==> config.mk <==
export PLATFORM = sky130hd
export DESIGN_NAME = router_pkt_tx
export DESIGN_NICKNAME = d
export VERILOG_FILES = /design/src/rtl/router_pkg.sv /design/src/rtl/router_tx_buf.sv /design/src/rtl/router_pkt_tx.sv
export SDC_FILE = /design/constraint.sdc
export NUM_CORES = 1
export LEC_CHECK = 0
export BUFFER_PORTS_ARGS = -buffer_cell sky130_fd_sc_hd__buf_2
export CORE_MARGIN = 10
export CORE_UTILIZATION = 33
export CTS_CLUSTER_SIZE = 16
export DETAILED_ROUTE_END_ITERATION = 16
export HOLD_SLACK_MARGIN = 0.1
export MAX_ROUTING_LAYER = met4
export PLACE_DENSITY = 0.5
export SLEW_MARGIN = 0
export SYNTH_ARGS = -nofsm -noshare
export SYNTH_HDL_FRONTEND = slang
export SYNTH_SLANG_ARGS = --single-unit
export TNS_END_PERCENT = 20
==> constraint.sdc <==
create_clock -name clock -period 3.15 [get_ports clock]
set_clock_uncertainty 0.1 [all_clocks]
set_input_delay 0.315 -clock clock [delete_from_list [all_inputs] [get_ports clock]]
set_output_delay 0.315 -clock clock [all_outputs]
set_load 0.005 [all_outputs]
==> src/rtl/router_pkg.sv <==
// Shared types and constants for the router packet transmitter.
// Latency: n/a (package only).
// Backpressure: n/a (package only).
package router_pkg;

  localparam int ADDR_W    = 2;
  localparam int LEN_W     = 6;
  localparam int DATA_W    = 8;
  localparam int BUF_AW    = 6;
  localparam int BUF_DEPTH = 64;

  localparam logic [ADDR_W-1:0] MAX_ADDR = 2'd2;

  typedef enum logic [2:0] {
    ST_IDLE,
    ST_LOAD,
    ST_HEADER,
    ST_PAYLOAD,
    ST_PARITY,
    ST_GAP
  } tx_state_e;

  // Router header byte: length in the upper six bits, destination port in the low two.
  function automatic logic [DATA_W-1:0] pack_hdr(input logic [LEN_W-1:0]  len,
                                                 input logic [ADDR_W-1:0] addr);
    return {len, addr};
  endfunction

endpackage

==> src/rtl/router_tx_buf.sv <==
// Payload buffer: 64x8 register array, one write port, one read port, contents not reset.
// Latency: write lands on the clock edge; read data follows the (registered) read address combinationally.
// Backpressure: none; the transmitter decides when to write and which entry to read.
module router_tx_buf
  import router_pkg::*;
(
  input  logic              clock,
  input  logic              wr_en,
  input  logic [BUF_AW-1:0] wr_addr,
  input  logic [DATA_W-1:0] wr_dat,
  input  logic [BUF_AW-1:0] rd_addr,
  output logic [DATA_W-1:0] rd_dat
);

  logic [DATA_W-1:0] mem [BUF_DEPTH];

  // Store one payload byte per accepted write.
  always_ff @(posedge clock) begin
    if (wr_en) begin
      mem[wr_addr] <= wr_dat;
    end
  end

  assign rd_dat = mem[rd_addr];

endmodule

==> src/rtl/router_pkt_tx.sv <==
// Router packet transmitter: buffers a payload, then bursts header, payload and parity to the router.
// Latency: header appears the cycle after the last payload byte is accepted; burst is len+2 cycles when not stalled.
// Backpressure: router busy holds the current output byte and state; payload input is paced by pay_ready.
module router_pkt_tx
  import router_pkg::*;
#(
  parameter int GAP = 2
) (
  input  logic              clock,
  input  logic              reset,
  input  logic              start,
  input  logic [ADDR_W-1:0] addr,
  input  logic [LEN_W-1:0]  len,
  output logic              ready,
  input  logic [DATA_W-1:0] pay_data,
  input  logic              pay_valid,
  output logic              pay_ready,
  input  logic              busy,
  output logic [DATA_W-1:0] data_out,
  output logic              pkt_valid,
  output logic              done,
  output logic              err
);

  localparam logic [3:0] GAP_CYC = 4'(GAP);

  tx_state_e         state_q, state_d;
  logic [ADDR_W-1:0] addr_q, addr_d;
  logic [LEN_W-1:0]  len_q, len_d;
  logic [BUF_AW-1:0] cnt_q, cnt_d;
  logic [BUF_AW-1:0] idx_q, idx_d;
  logic [DATA_W-1:0] parity_q, parity_d;
  logic [3:0]        gap_q, gap_d;
  logic [DATA_W-1:0] data_out_q, data_out_d;
  logic              pkt_valid_q, pkt_valid_d;
  logic              ready_q, ready_d;
  logic              pay_ready_q, pay_ready_d;
  logic              done_q, done_d;
  logic              err_q, err_d;

  logic              buf_wr_en;
  logic [DATA_W-1:0] buf_rd_dat;

  // A payload byte is taken only while loading and the handshake completes.
  assign buf_wr_en = (state_q == ST_LOAD) && pay_valid && pay_ready_q;

  router_tx_buf u_buf (
    .clock   (clock),
    .wr_en   (buf_wr_en),
    .wr_addr (cnt_q),
    .wr_dat  (pay_data),
    .rd_addr (idx_q),
    .rd_dat  (buf_rd_dat)
  );

  // Next-state and next-output logic; idx_q always points at the next payload byte to present.
  always_comb begin
    state_d     = state_q;
    addr_d      = addr_q;
    len_d       = len_q;
    cnt_d       = cnt_q;
    idx_d       = idx_q;
    parity_d    = parity_q;
    gap_d       = gap_q;
    data_out_d  = data_out_q;
    pkt_valid_d = pkt_valid_q;
    ready_d     = ready_q;
    pay_ready_d = pay_ready_q;
    done_d      = 1'b0;
    err_d       = 1'b0;

    case (state_q)
      ST_IDLE: begin
        if (start) begin
          if ((addr > MAX_ADDR) || (len == '0)) begin
            err_d = 1'b1;
          end else begin
            addr_d      = addr;
            len_d       = len;
            cnt_d       = '0;
            // Seed the running XOR with the header so the final value is ready as soon as loading ends.
            parity_d    = pack_hdr(len, addr);
            ready_d     = 1'b0;
            pay_ready_d = 1'b1;
            state_d     = ST_LOAD;
          end
        end
      end

      ST_LOAD: begin
        if (pay_valid && pay_ready_q) begin
          parity_d = parity_q ^ pay_data;
          cnt_d    = cnt_q + 6'd1;
          if (cnt_q == (len_q - 6'd1)) begin
            pay_ready_d = 1'b0;
            data_out_d  = pack_hdr(len_q, addr_q);
            pkt_valid_d = 1'b1;
            idx_d       = '0;
            state_d     = ST_HEADER;
          end
        end
      end

      ST_HEADER: begin
        if (!busy) begin
          data_out_d = buf_rd_dat;
          idx_d      = idx_q + 6'd1;
          state_d    = ST_PAYLOAD;
        end
      end

      ST_PAYLOAD: begin
        if (!busy) begin
          if (idx_q == len_q) begin
            data_out_d  = parity_q;
            pkt_valid_d = 1'b0;
            state_d     = ST_PARITY;
          end else begin
            data_out_d = buf_rd_dat;
            idx_d      = idx_q + 6'd1;
          end
        end
      end

      ST_PARITY: begin
        if (!busy) begin
          data_out_d = '0;
          done_d     = 1'b1;
          gap_d      = GAP_CYC;
          state_d    = ST_GAP;
        end
      end

      ST_GAP: begin
        // The done cycle is spent here too, so ready returns GAP+1 cycles after parity is consumed.
        if (gap_q == '0) begin
          ready_d = 1'b1;
          state_d = ST_IDLE;
        end else begin
          gap_d = gap_q - 4'd1;
        end
      end

      default: begin
        state_d = ST_IDLE;
      end
    endcase
  end

  // State, counters, parity and registered outputs; reset abandons any packet in flight.
  always_ff @(posedge clock or posedge reset) begin
    if (reset) begin
      state_q     <= ST_IDLE;
      addr_q      <= '0;
      len_q       <= '0;
      cnt_q       <= '0;
      idx_q       <= '0;
      parity_q    <= '0;
      gap_q       <= '0;
      data_out_q  <= '0;
      pkt_valid_q <= 1'b0;
      ready_q     <= 1'b1;
      pay_ready_q <= 1'b0;
      done_q      <= 1'b0;
      err_q       <= 1'b0;
    end else begin
      state_q     <= state_d;
      addr_q      <= addr_d;
      len_q       <= len_d;
      cnt_q       <= cnt_d;
      idx_q       <= idx_d;
      parity_q    <= parity_d;
      gap_q       <= gap_d;
      data_out_q  <= data_out_d;
      pkt_valid_q <= pkt_valid_d;
      ready_q     <= ready_d;
      pay_ready_q <= pay_ready_d;
      done_q      <= done_d;
      err_q       <= err_d;
    end
  end

  assign data_out  = data_out_q;
  assign pkt_valid = pkt_valid_q;
  assign ready     = ready_q;
  assign pay_ready = pay_ready_q;
  assign done      = done_q;
  assign err       = err_q;

endmodule

=== Word-level counts from Yosys, hierarchy flattened ===
Memories as Yosys holds them, arrays and structs flattened.
Cells that the tools add are included.

* Add/sub/neg operators: 4
* Multiply operators: 0
* Divide/modulo/power cells: 0
* Magnitude comparators: 1
* Eq/ne operators: 18
* Shift-type cells: 0
* Mux-type cells: 55
* Bitwise logic cells: 2
* Reductions and logical operators: 22

{| class="wikitable"
|+ Operators by type and width
! operator !! count
|-
| $mux W8 || 9
|-
| $mux W6 || 8
|-
| $pmux W8 S4 || 1
|-
| $mux W3 || 9
|-
| $mux W1 || 18
|-
| $ne A2 B2 Y1 const B || 9
|-
| $pmux W3 S6 || 1
|-
| $pmux W6 S3 || 1
|-
| $pmux W8 S2 || 1
|-
| $add A6 B1 Y6 const B || 2
|-
| $eq A6 B6 Y1 || 2
|-
| $pmux W6 S2 || 1
|-
| $reduce_and A6 Y1 || 2
|-
| $reduce_and A5 Y1 || 2
|-
| $reduce_and A9 Y1 || 1
|-
| $mux W4 || 2
|-
| $pmux W4 S2 || 1
|-
| $reduce_and A4 Y1 || 2
|-
| $reduce_bool A2 Y1 || 4
|-
| $xor A8 B8 Y8 || 1
|-
| $eq A3 B2 Y1 const B || 2
|-
| $eq A3 B3 Y1 const B || 2
|-
| $logic_not A6 Y1 || 1
|-
| $pmux W1 S2 || 3
|-
| 13 further kinds || 17
|}

* Flip-flop bits (word level): 48
* Latch bits: 0
* Bits in writable memories: 512
* Bits in read-only memories: 0
* Bits of input ports: 21
* Word-level logic and storage cells: 116
* Memories kept: 1

{| class="wikitable"
|+ Memory list
! name !! words !! width !! rd ports !! clocked after memory_dff !! wr ports !! line !! source
|-
| u_buf.mem || 64 || 8 || 1 || 0 || 1 || router_tx_buf.sv:15 || <nowiki>logic [DATA_W-1:0] mem [BUF_DEPTH];</nowiki>
|}

=== Logic depth before layout (Yosys ltp) ===
* Depth after elaboration: 5
* Gate-level depth with buffers: 10
* Gate-level depth less buffers: 8

=== Hierarchy ===
From an unflattened synthesis, not the netlist that was laid out.

* Cells, all modules: 1226
* Area, all modules: 22794.4 µm²

{| class="wikitable"
|+ Modules (own cells, without submodules)
! module !! times used !! cells each !! area an instance (µm²) !! sequential area each (µm²)
|-
| router_tx_buf || 1 || 932 || 20006.7 || 15374.7
|-
| router_pkt_tx || 1 || 294 || 2787.7 || 1202.4
|}

=== Worst setup path before layout ===
Ideal clock, no wire load.

* Path kind: register -> register
* From: register state_q[2]
* To: memory u_buf.mem[62][0], enable pin
* Setup time: 0.370 ns
* Data arrival time: 1.959 ns
* Data required time: 2.680 ns
* Path slack: 0.721 ns
* Cell stages (with the launch flop): 7
* Buffers on the path: 0
* Period minus slack after synthesis: 2.429 ns
* Cell sequence: dfrtp_1 nand2b_1 nor2_1 nand2b_1 nor2_1 nand3_1 nor2_1

* Longest elaborated chain between the ends: 5

{| class="wikitable"
|+ RTL lines
! what !! line !! source
|-
| start: declaration || router_pkt_tx.sv:27 || <nowiki>tx_state_e state_q, state_d;</nowiki>
|-
| start signal: assignment || router_pkt_tx.sv:167 || <nowiki>state_q <= state_d;</nowiki>
|-
| $eq A3 B1 Y1 || router_pkt_tx.sv:45 || <nowiki>assign buf_wr_en = (state_q == ST_LOAD) && pay_valid && pay_ready_q;</nowiki>
|-
| $logic_and A1 B1 Y1 (2 in series) || router_pkt_tx.sv:45 ||
|-
| $mux W1 || router_tx_buf.sv:19 || <nowiki>if (wr_en) begin</nowiki>
|-
| $mux W1 (not written as such) || router_tx_buf.sv:20 || <nowiki>mem[wr_addr] <= wr_dat;</nowiki>
|-
| end: declaration || router_tx_buf.sv:15 ||
|}

No other way between the ends.

=== Worst setup path in the final report ===
* From: register idx_q[0]
* To: register data_out_q[3] (netlist: data_out[3])

* Longest elaborated chain between the ends: 4

{| class="wikitable"
|+ RTL lines
! what !! line !! source
|-
| start: declaration || router_pkt_tx.sv:31 || <nowiki>logic [BUF_AW-1:0] idx_q, idx_d;</nowiki>
|-
| start signal: assignment || router_pkt_tx.sv:171 || <nowiki>idx_q <= idx_d;</nowiki>
|-
| $mem_v2 Z64 W8 or $eq A6 B6 Y1 (tied branches) || -- ||
|-
| $mux W8 || router_pkt_tx.sv:114 || <nowiki>if (idx_q == len_q) begin</nowiki>
|-
| $mux W8 || router_pkt_tx.sv:113 || <nowiki>if (!busy) begin</nowiki>
|-
| $pmux W8 S4 * || router_pkt_tx.sv:72 || <nowiki>case (state_q)</nowiki>
|-
| end signal: assignment || router_pkt_tx.sv:174 || <nowiki>data_out_q <= data_out_d;</nowiki>
|-
| end: declaration || router_pkt_tx.sv:34 || <nowiki>logic [DATA_W-1:0] data_out_q, data_out_d;</nowiki>
|}

Mark *: on every way between the ends. The rest lies on a longest branch, timed or not. The select of a mux whose other input is x is not followed.
A chain may end at the register's enable or synchronous reset.

==> impl_metrics.ini <==
[global_routing]
grt_first_pass_wirelength_um = 89400
grt_pass1_vias = 12800
antenna_found_initial = 0
grt.overflow.total = 0
grt_max_degree = 46
grtUsageTotal_pct = 15.7

[final_layout]
syn2layout_area_growth_pct = 18.4
drive_gt1_share_pct = 27.6
mostFrequentLayoutCells = edfxtp_1, buf_4, mux4_2, nor2_1, clkbuf_16
nNetsFinal = 1457
mostFrequentLayoutCell = edfxtp_1
antenna_cells = 0
final_area_mm2 = 0.0269

[synthesis]
synthCells = 1256
synth-warning-count = 0
netlist_top_cells_area = edfxtp_1, mux4_2, dfrtp_1, nor2_1, mux2i_1
syn_area_mm2 = 0.0227
synth.top_cell.area_share_pct = 67.7
synthDistinctLibCells = 61
synth_async_sr_flop_share_pct = 8.57
synth-edff-count = 512
ys_ff_latch = 560
synthFlopType = edfxtp_1
yosys.area.top_type = edfxtp_1
postSynthAreaPerCell_um2 = 18.1
yosysSeqAreaShare_pct = 73.0
syn-num-nets = 1281

[floorplan]
die_h_um = 282
coreArea_mm2 = 0.0683
num_rows = 96
initial_core_util_pct = 33.2
dieArea_mm2 = 0.0797
io_pins = 34
die_w_um = 282

[route]
num_vias = 12400
via_per_inst = 5.26
drc = 0
drt-initial-drc-count = 1198
drt_first_pass_iters = 5
wl_per_cell_um = 25.7
ant_nets = 0
wirelength_um = 60700

[placed_design]
port_buffers = 33
post_dp_cell_area_mm2 = 0.0247
hpwl_um = 39900
gp_congestion = 0.820

[sta]
setup_violations = 0
hold_viol = 0
period_share_pct = 96.4
maxSlewViolCount = 0
rsz0062_at_grt = false
max_freq_ghz = 0.329
worst_slew_pin_slew_ns = 0.876
min_period_ns = 3.04
slew_headroom_pct = 41.6
fin_tns_setup_ns = 0
timing.hold.ws_ns = 0.123

[worst_setup_path]
crit_type = register to register
crit_path_end_kind = register
critPathMaxFanout = 23
cp-start-kind = register
worstPathRequired_ns = 3.54
crit_arrival_ns = 3.43

[power_and_ir_drop]
powerDensity_mw_per_mm2 = 822
ir_worst_vdd_mv = 0.446
p_leak_nw = 8.80

[clock_network]
cts-root-buf = clkbuf_16
htree_num_levels = 2
cts_tree = done
clk_latency_ns = 0.64
cts_buffers = 59
cts.path.max_buffers = 3
clk_pin_slew_ns = 0.06
clock-sinks = 560

[flow_run]
cap_viol_max_count = 0

[run_status]
outcome = completed

[hold_path]
hold_path.class = primary input to register
## kinds of logic (layout without fill, tap and decap cells)
| group | after synthesis | in the layout | share of synthesized area [%] |
|---|---|---|---|
| flops | 560 | 560 | 73.0 |
| simple gates | 260 | 260 | 5.62 |
| compound gates | 173 | 173 | 5.08 |
| mux | 158 | 158 | 13.3 |
| buf+inv | 81 | 307 | 1.96 |
| xor+xnor | 20 | 20 | 0.771 |
| fa+ha+maj | 4 | 4 | 0.220 |
## where the power goes
group	total, mW	switching, mW	internal [mW]
combinational	5.78	3.23	2.55
sequential	9.08	0.527	8.55
clock	7.25	2.97	4.28
total	22.1	6.72	15.4
## cells in the mapped netlist, drive strengths merged, types with 2 or more instances
cell,number
inv,9
xor2,8
a211o,2
o211ai,11
buf,47
edfxtp,512
o21a,2
a211oi,12
nand4b,6
a22oi,19
nand4,7
nand2,49
o31ai,4
dfrtp,47
a2111oi,7
a21o,2
and2,4
nor2,98
nand3,27
a32o,2
xnor2,12
o21ai,26
ha,4
nand2b,7
or3,15
a221oi,16
nand3b,5
a31oi,2
nor4,3
o22ai,23
nor2b,19
a21oi,38
clkbuf,25
a22o,2
or2,3
mux2,16
mux2i,29
mux4,113
and3,5
nor3,7
## worst paths after layout
| kind | from | end | slack, ns | cells after the start |
|---|---|---|---|---|
| worst min-delay path | pay_data[6] | u_buf.mem[7][6]$_DFFE_PP_ | 0.12 | 1 |
| min in group asynchronous | reset | len_q[5]$_DFFE_PP0P_ | 0.23 | 3 |
| max in group asynchronous | reset | ready$_DFFE_PP1P_ | 1.91 | 4 |
| worst max register to register | idx_q[0]$_DFFE_PP0P_ | data_out[3]$_DFFE_PP0P_ | 0.11 | 6 |
| worst min register to register | ready$_DFFE_PP1P_ | ready$_DFFE_PP1P_ | 0.38 | 2 |
| worst max-delay path | idx_q[0]$_DFFE_PP0P_ | data_out[3]$_DFFE_PP0P_ | 0.11 | 6 |
## worst max-delay path: stages (launching register included)
cell	delay [ns]
dfrtp_4	0.67
buf_12	0.27
mux4_2	0.56
a221oi_1	0.76
a22oi_1	0.27
nand3_1	0.15
o211ai_1	0.09
## state kept, by name (all words and copies together), names as in the netlist, 2 cells and up
register	flops
u_buf.mem	512
parity_q	8
data_out	8
len_q	6
addr_q	2
state_q	3
cnt_q	6
idx_q	6
gap_q	4
## cell type report
class                           instances  area [um2]
Sequential cell                       560       16600
Clock inverter                         44         520
Tap cell                              882        1100
Inverter                                9        33.8
Timing Repair Buffer                  187        1450
Clock buffer                           67        1510
Fill cell                            6155       41500
Multi-Input combinational cell        615        5690
## through the flow
stage                     power [mW]  std cells  setup WS [ns]  utilization [%]
after floorplan                 12.9       1256          0.721                -
after global placement          15.0       2241          0.107             36.2
after detailed placement        15.0       2241         0.0993             36.2
after CTS                       22.3       2364         0.0780             39.3
after global routing            23.1       2364         0.0848             39.3
final                           22.1       2364          0.112             39.3
## per-layer routing
layer | GRT usage [%] | routed length [um]
met1 | 20.6 | 26500
met2 | 25.0 | 29300
met3 | 2.61 | 3470
met4 | 4.81 | 1460
met5 | - | 0
## timing repair
action | CTS | global route
setup endpoints to repair | 0 | 1
gates resized for setup | 0 | 1
setup buffers | 0 | 0
endpoints found under the hold margin | 46 | 0
hold buffers | 12 | 0
Note: power is estimated with default switching activity, not from simulation.
